$ cat src/rtl/config_pkg.sv
// Shared configuration for the CSR peripherals: CSR decoder types, the
// CSR operation encoding and the UART transmitter address and baud divisor.
package config_pkg;

  typedef logic [11:0] CsrAddrT;
  typedef logic [31:0] word;
  typedef logic [4:0]  r;

  // RISC-V funct3 encoding of the Zicsr instructions.
  typedef enum logic [2:0] {
    CSR_NONE = 3'b000,
    CSRRW    = 3'b001,
    CSRRS    = 3'b010,
    CSRRC    = 3'b011,
    CSRRWI   = 3'b101,
    CSRRSI   = 3'b110,
    CSRRCI   = 3'b111
  } csr_op_t;

  localparam CsrAddrT UartTxAddr  = 12'h7C1;
  localparam int      UartBaudDiv = 868;  // 100 MHz / 115200

endpackage

$ cat src/rtl/uart_pkg.sv
// UART types shared by the transmitter and any future receiver.
package uart_pkg;

  typedef enum logic [1:0] {
    IDLE  = 2'd0,
    START = 2'd1,
    DATA  = 2'd2,
    STOP  = 2'd3
  } uart_state_t;

endpackage

$ cat src/rtl/fifo_n.sv
// Generic synchronous FIFO with power-of-two depth. Pushes into a full FIFO
// are ignored even when a pop happens in the same cycle (full is judged on
// the state before the pop).
module fifo_n #(
  parameter int DataWidth = 8,
  parameter int Depth     = 4
) (
  input  logic                 clk,
  input  logic                 reset,
  input  logic                 push,
  input  logic                 pop,
  input  logic [DataWidth-1:0] din,
  output logic [DataWidth-1:0] dout,
  output logic                 full,
  output logic                 empty
);

  localparam int AddrW = (Depth > 1) ? $clog2(Depth) : 1;

  logic [DataWidth-1:0] mem [Depth];
  logic [AddrW-1:0]     wptr;
  logic [AddrW-1:0]     rptr;
  logic [AddrW:0]       count;
  logic                 push_ok;
  logic                 pop_ok;

  assign full    = (count == (AddrW + 1)'(Depth));
  assign empty   = (count == '0);
  assign push_ok = push && !full;
  assign pop_ok  = pop && !empty;
  assign dout    = mem[rptr];

  // Pointer and occupancy bookkeeping; pointers wrap modulo Depth.
  always_ff @(posedge clk) begin
    if (reset) begin
      wptr  <= '0;
      rptr  <= '0;
      count <= '0;
    end else begin
      if (push_ok) wptr <= wptr + 1'b1;
      if (pop_ok)  rptr <= rptr + 1'b1;
      unique case ({push_ok, pop_ok})
        2'b10:   count <= count + 1'b1;
        2'b01:   count <= count - 1'b1;
        default: count <= count;
      endcase
    end
  end

  // Storage array; contents need no reset since occupancy gates reads.
  always_ff @(posedge clk) begin
    if (push_ok) mem[wptr] <= din;
  end

endmodule

$ cat src/rtl/csr_uart_tx.sv
// CSR-mapped 8N1 UART transmitter. Writes (CSRRW/CSRRWI) to Addr queue a
// byte; reads return {overflow, full, busy}. A CSRRC with operand bit 2 set
// clears the sticky overflow flag.
// Build option: UART_TX_FIFO_EN selects a FifoDepth-entry FIFO (fifo_n)
// instead of the single holding register.
module csr_uart_tx
  import config_pkg::*;
  import uart_pkg::*;
#(
  parameter CsrAddrT Addr      = UartTxAddr,
  parameter int      BaudDiv   = UartBaudDiv,
  parameter int      FifoDepth = 4
) (
  input  logic    clk,
  input  logic    reset,
  input  logic    csr_enable,
  input  CsrAddrT csr_addr,
  input  csr_op_t csr_op,
  input  r        rs1_zimm,
  input  word     rs1_data,
  output word     csr_out,
  output logic    tx,
  output logic    busy
);

  localparam int             CntW      = (BaudDiv > 1) ? $clog2(BaudDiv) : 1;
  localparam logic [CntW-1:0] CntReload = CntW'(BaudDiv - 1);

  uart_state_t     state;
  uart_state_t     state_next;
  logic [CntW-1:0] cnt;
  logic [2:0]      bit_idx;
  logic [7:0]      shifter;
  logic            overflow;

  logic            sel;
  logic            wr;
  logic            clr;
  logic            load;
  logic            cnt_zero;
  logic            avail;
  logic [7:0]      wr_byte;
  logic [7:0]      head;
  logic [7:0]      load_byte;
  logic            st_full;
  logic            st_empty;
  logic            push;
  logic            pop;
  logic            unused_rs1;

  // Writes in the reset cycle are discarded by gating the decode with reset.
  assign sel        = csr_enable && (csr_addr == Addr) && !reset;
  assign wr         = sel && (csr_op == CSRRW || csr_op == CSRRWI);
  assign clr        = sel && (csr_op == CSRRC) && rs1_data[2];
  assign wr_byte    = (csr_op == CSRRWI) ? {3'b000, rs1_zimm} : rs1_data[7:0];
  assign unused_rs1 = ^rs1_data[31:8];

  // An incoming write counts as available so an idle line starts the frame
  // on the very next cycle, bypassing storage when storage is empty.
  assign avail     = !st_empty || wr;
  assign load_byte = st_empty ? wr_byte : head;
  assign push      = wr && !st_full && !(load && st_empty);
  assign pop       = load && !st_empty;
  assign cnt_zero  = (cnt == '0);

  assign busy    = (state != IDLE) || !st_empty;
  assign csr_out = {29'd0, overflow, st_full, busy};

`ifdef UART_TX_FIFO_EN
  fifo_n #(
    .DataWidth (8),
    .Depth     (FifoDepth)
  ) u_fifo (
    .clk   (clk),
    .reset (reset),
    .push  (push),
    .pop   (pop),
    .din   (wr_byte),
    .dout  (head),
    .full  (st_full),
    .empty (st_empty)
  );
`else
  localparam int unused_depth = FifoDepth;

  logic       hold_valid;
  logic [7:0] hold_data;

  assign st_full  = hold_valid;
  assign st_empty = !hold_valid;
  assign head     = hold_data;

  // Single-byte holding register between the CSR write and the shifter.
  always_ff @(posedge clk) begin
    if (reset) begin
      hold_valid <= 1'b0;
    end else if (push) begin
      hold_valid <= 1'b1;
    end else if (pop) begin
      hold_valid <= 1'b0;
    end
  end

  // Holding register payload; validity is tracked separately.
  always_ff @(posedge clk) begin
    if (push) hold_data <= wr_byte;
  end
`endif

  // Frame sequencing and line level: next state, shifter load and tx.
  always_comb begin
    state_next = state;
    load       = 1'b0;
    tx         = 1'b1;
    unique case (state)
      IDLE: begin
        if (avail) begin
          load       = 1'b1;
          state_next = START;
        end
      end
      START: begin
        tx = 1'b0;
        if (cnt_zero) state_next = DATA;
      end
      DATA: begin
        tx = shifter[0];
        if (cnt_zero && bit_idx == 3'd7) state_next = STOP;
      end
      STOP: begin
        if (cnt_zero) begin
          if (avail) begin
            load       = 1'b1;
            state_next = START;
          end else begin
            state_next = IDLE;
          end
        end
      end
      default: state_next = IDLE;
    endcase
  end

  // State register, baud counter and bit index.
  always_ff @(posedge clk) begin
    if (reset) begin
      state   <= IDLE;
      cnt     <= '0;
      bit_idx <= '0;
    end else begin
      state <= state_next;
      if (load) begin
        cnt     <= CntReload;
        bit_idx <= '0;
      end else if (state != IDLE) begin
        if (cnt_zero) begin
          cnt <= (state_next == IDLE) ? '0 : CntReload;
          if (state == DATA) bit_idx <= bit_idx + 1'b1;
        end else begin
          cnt <= cnt - 1'b1;
        end
      end
    end
  end

  // Serial shifter, LSB first; payload only, so no reset.
  always_ff @(posedge clk) begin
    if (load) begin
      shifter <= load_byte;
    end else if (state == DATA && cnt_zero) begin
      shifter <= {1'b0, shifter[7:1]};
    end
  end

  // Sticky overflow: a dropped write in the same cycle beats a clear.
  always_ff @(posedge clk) begin
    if (reset) begin
      overflow <= 1'b0;
    end else if (wr && st_full) begin
      overflow <= 1'b1;
    end else if (clr) begin
      overflow <= 1'b0;
    end
  end

endmodule

$ cat config.mk
export PLATFORM = sky130hd
export DESIGN_NAME = csr_uart_tx
export DESIGN_NICKNAME = d
export VERILOG_FILES = /design/src/rtl/config_pkg.sv /design/src/rtl/uart_pkg.sv /design/src/rtl/fifo_n.sv /design/src/rtl/csr_uart_tx.sv
export SDC_FILE = /design/constraint.sdc
export NUM_CORES = 1
export LEC_CHECK = 0
export CORE_MARGIN = 1
export CORE_UTILIZATION = 58
export CTS_BUF_LIST = sky130_fd_sc_hd__clkbuf_4
export CTS_CLUSTER_SIZE = 28
export DETAILED_ROUTE_END_ITERATION = 12
export DONT_BUFFER_PORTS = 1
export GPL_ROUTABILITY_DRIVEN = 0
export GPL_TIMING_DRIVEN = 0
export PLACE_DENSITY = 0.71
export SLEW_MARGIN = 5
export SYNTH_ARGS = -nofsm -noshare
export SYNTH_HDL_FRONTEND = slang
export SYNTH_HIERARCHICAL = 1
export SYNTH_SLANG_ARGS = --single-unit
$ cat constraint.sdc
create_clock -name clk -period 3.6 [get_ports clk]
set_input_delay 0.72 -clock clk [delete_from_list [all_inputs] [get_ports clk]]
set_output_delay 0.72 -clock clk [all_outputs]
set_load 0.05 [all_outputs]
==> qor.csv <==
metric,value,unit
timing.final.crit_share,0.804,
n_fill_cell,292,
cpMaxStageDelayCell,nand2_1,
dp_hpwl,3110,um
holdCritPathClass,flip-flop to flip-flop,
grt_pass1_wl,6190,um
worst_slack,704,ps
grt_start_max_net_pins,13,
cts.repair.resized,0,
cap_violations,0,
netlist_top_cells_area,"edfxtp_1, dfxtp_1, buf_4",
crit_path_max_fanout,10,
critical_path.startpoint_type,flip-flop,
wirelength_met1,1600,um
synth_top_family_by_area,simple AND/OR/NAND/NOR gates,
rsz0062_at_grt,false,
finalNonFillerCells,297,
timing.fmax,345,MHz
synth_sequential_area_ratio,0.396,
synth_cell_type_count,49,
worst_setup_path_end_kind,primary output,
synth-main-ff-cell,dfxtp_1,
avgRoutedWirePerCell,13.2,um
cts_buffers,5,
edff_count_synth,16,
power_per_cell_area,456,mW/mm2
cts.htree.levels,2,
cts_num_sinks,33,
drt_first_iter_violations,60,
post_route_skew,7.29,ps
finalHoldViolations,0,
die_ar,0.00382,mm2
timing.final.max_slew_violations,0,
share_of_synthesized_area_spent_on_multiplexers,0.0706,
crit_type,flip-flop to primary output,
regToRegStartpoint,cnt[0],
synth_xor_area_frac,0.0211,
yosys.area_share.simple,0.189,
synth_warnings,6,
yosys_register_bits,33,
arrival_time_reported_for_the_critical_path_endpoint,2180,ps
cell_types_with_the_highest_counts_after_synthesis,"buf_4, nand2_1, nor2_1",
initial_utilization,0.612,
setup_violations,0,
grt_pass1_vias,1445,
synth_adder_area_share,0.0422,
clkTransAtPathRegs,110,ps
worst_slew_margin_rel,0.400,
status,finished clean,
drive_gt1_frac,0.223,
yosysMostFrequentCell,buf_4,
placement.setup.worst_slack,417,ps
vias_per_cell,5.27,
worst_ep_required_time,2880,ps
synthesis.area_per_instance,9.65,um2
core-area,0.00339,mm2
hold_start,overflow,
cts_tree,yes,
multi_input_comb_area,0.00105,mm2
synth.largest_area_cell,edfxtp_1,
top_signal_layer_used,met4,
cts_hold_buffers,0,
floorplan.rows,21,
overflow,0,
clock_tree.buffer_depth,2,
floorplan.die.height,61.8,um
leakagePower,1.03,nW
final_nets,312,
grt_usage,0.223,
buffer_ports.inserted,0,
postRouteAntennaNets,0,
fin_setup_tns,0,ps
area_delta_synth_final,12.2,%
worst_r2r_path_depth,6,
cpPeakStageDelay,420,ps
via_count,1565,
tightest_slew,892,ps
asyncSetResetFlopFracSynth,0,
wl_met2,2070,um
postcts_setup_bufs,0,
layout.core_utilization,0.687,
worstSkewPairLatency,340,ps
yosysTopAreaCellShare,0.232,
dieWidth,61.8,um
num_io_pins,89,
post_synthesis_compound_gate_area_fraction,0.127,
dr.pass1.iters,4,
antenna_violations_before_repair,0,
met3_length,201,um
crit_path_cell_trace,inv_1 -> ha_1 -> clkbuf_1 -> nand2_1 -> buf_4,
inst_count_dp,289,
worstHoldEndpoint,overflow,
route.final.wire_length,3910,um
synth_area,0.00207,mm2
drc,0,
critical_path.reg2reg.endpoint,head[3],
seq_area,821,um2
reg2reg_slack,1120,ps
whs,529,ps
antenna_cells_inserted,0,
ir_drop,0.310,mV
cts_root_buf,clkbuf_4,
final.min_clock_period,2900,ps
hold_path_depth,2,
post_synth_inst_count,215,
kinds of logic (layout without fill, tap and decap cells):
logic type	Yosys count	count (layout)
xor gates and xnor gates	5	5
adders and majority gates	7	7
buffers and inverters	46	54
AOI/OAI and AO/OA	38	38
other	1	29
and+or+nand+nor	71	71
muxes	14	14
DFF	33	33
metal layers:
| metal | vias up | track usage |
|---|---|---|
| met5 | - | 0 |
| met4 | 0 | 0.0508 |
| met3 | 6 | 0.0642 |
| met2 | 51 | 0.406 |
| met1 | 742 | 0.260 |
| li1 | 766 | - |
worst max-delay path, delay by kind of cell (launching register included):
| kind | cells | cell delay [ps] |
|---|---|---|
| fa+ha+maj | 1 | 250 |
| buf+inv | 3 | 800 |
| flops | 1 | 370 |
| simple gates | 1 | 420 |
flip-flops by register name, summed over array words and instances, names as in the netlist:
register,flops
cnt,10
head,8
shifter,8
bit_idx,3
state,2
hold_valid,1
overflow,1
worst max path at each step:
| stage | startpoint | endpoint | slack (ps) | depth (start not counted) |
|---|---|---|---|---|
| after global routing | state[1] | csr_out[0] | 570 | 5 |
| after CTS | hold_valid | csr_out[0] | 700 | 4 |
| final | state[1] | csr_out[0] | 700 | 5 |
| after detailed placement | csr_addr[1] | head[1] | 420 | 4 |
| after global placement | csr_addr[1] | head[1] | 70 | 4 |
| after floorplan | csr_addr[1] | head[0] | 330 | 4 |
power by group:
part,internal [mW],leakage (nW),switching (mW)
combinational,0.120,0.710,0.223
clock,0.147,0.0414,0.135
sequential,0.417,0.281,0.0187
total,0.684,1.03,0.377
final cells by class:
cell class	instances	area share
Clock buffer	5	0.0161
Buffer	37	0.122
Inverter	9	0.0145
Tap cell	46	0.0247
Clock inverter	3	0.0199
Multi-Input combinational cell	164	0.450
Sequential cell	33	0.353
per-stage QoR:
stage	power, mW	cell area (um2)
6_report	1.06	2330
5_1_grt	1.12	2330
4_1_cts	1.06	2330
3_5_place_dp	0.783	2240
3_3_place_gp	0.773	2240
2_1_floorplan	0.735	2180
layout by cell type, fill, tap and decap left out, types with 9 or more instances in the layout:
master / instances
nor2_1: 18
mux2i_1: 9
nand2_1: 19
buf_4: 32
edfxtp_1: 16
dfxtp_1: 17
inv_1: 9
o21ai_0: 11
conb_1: 29
Note: power is estimated with default switching activity, not from simulation.
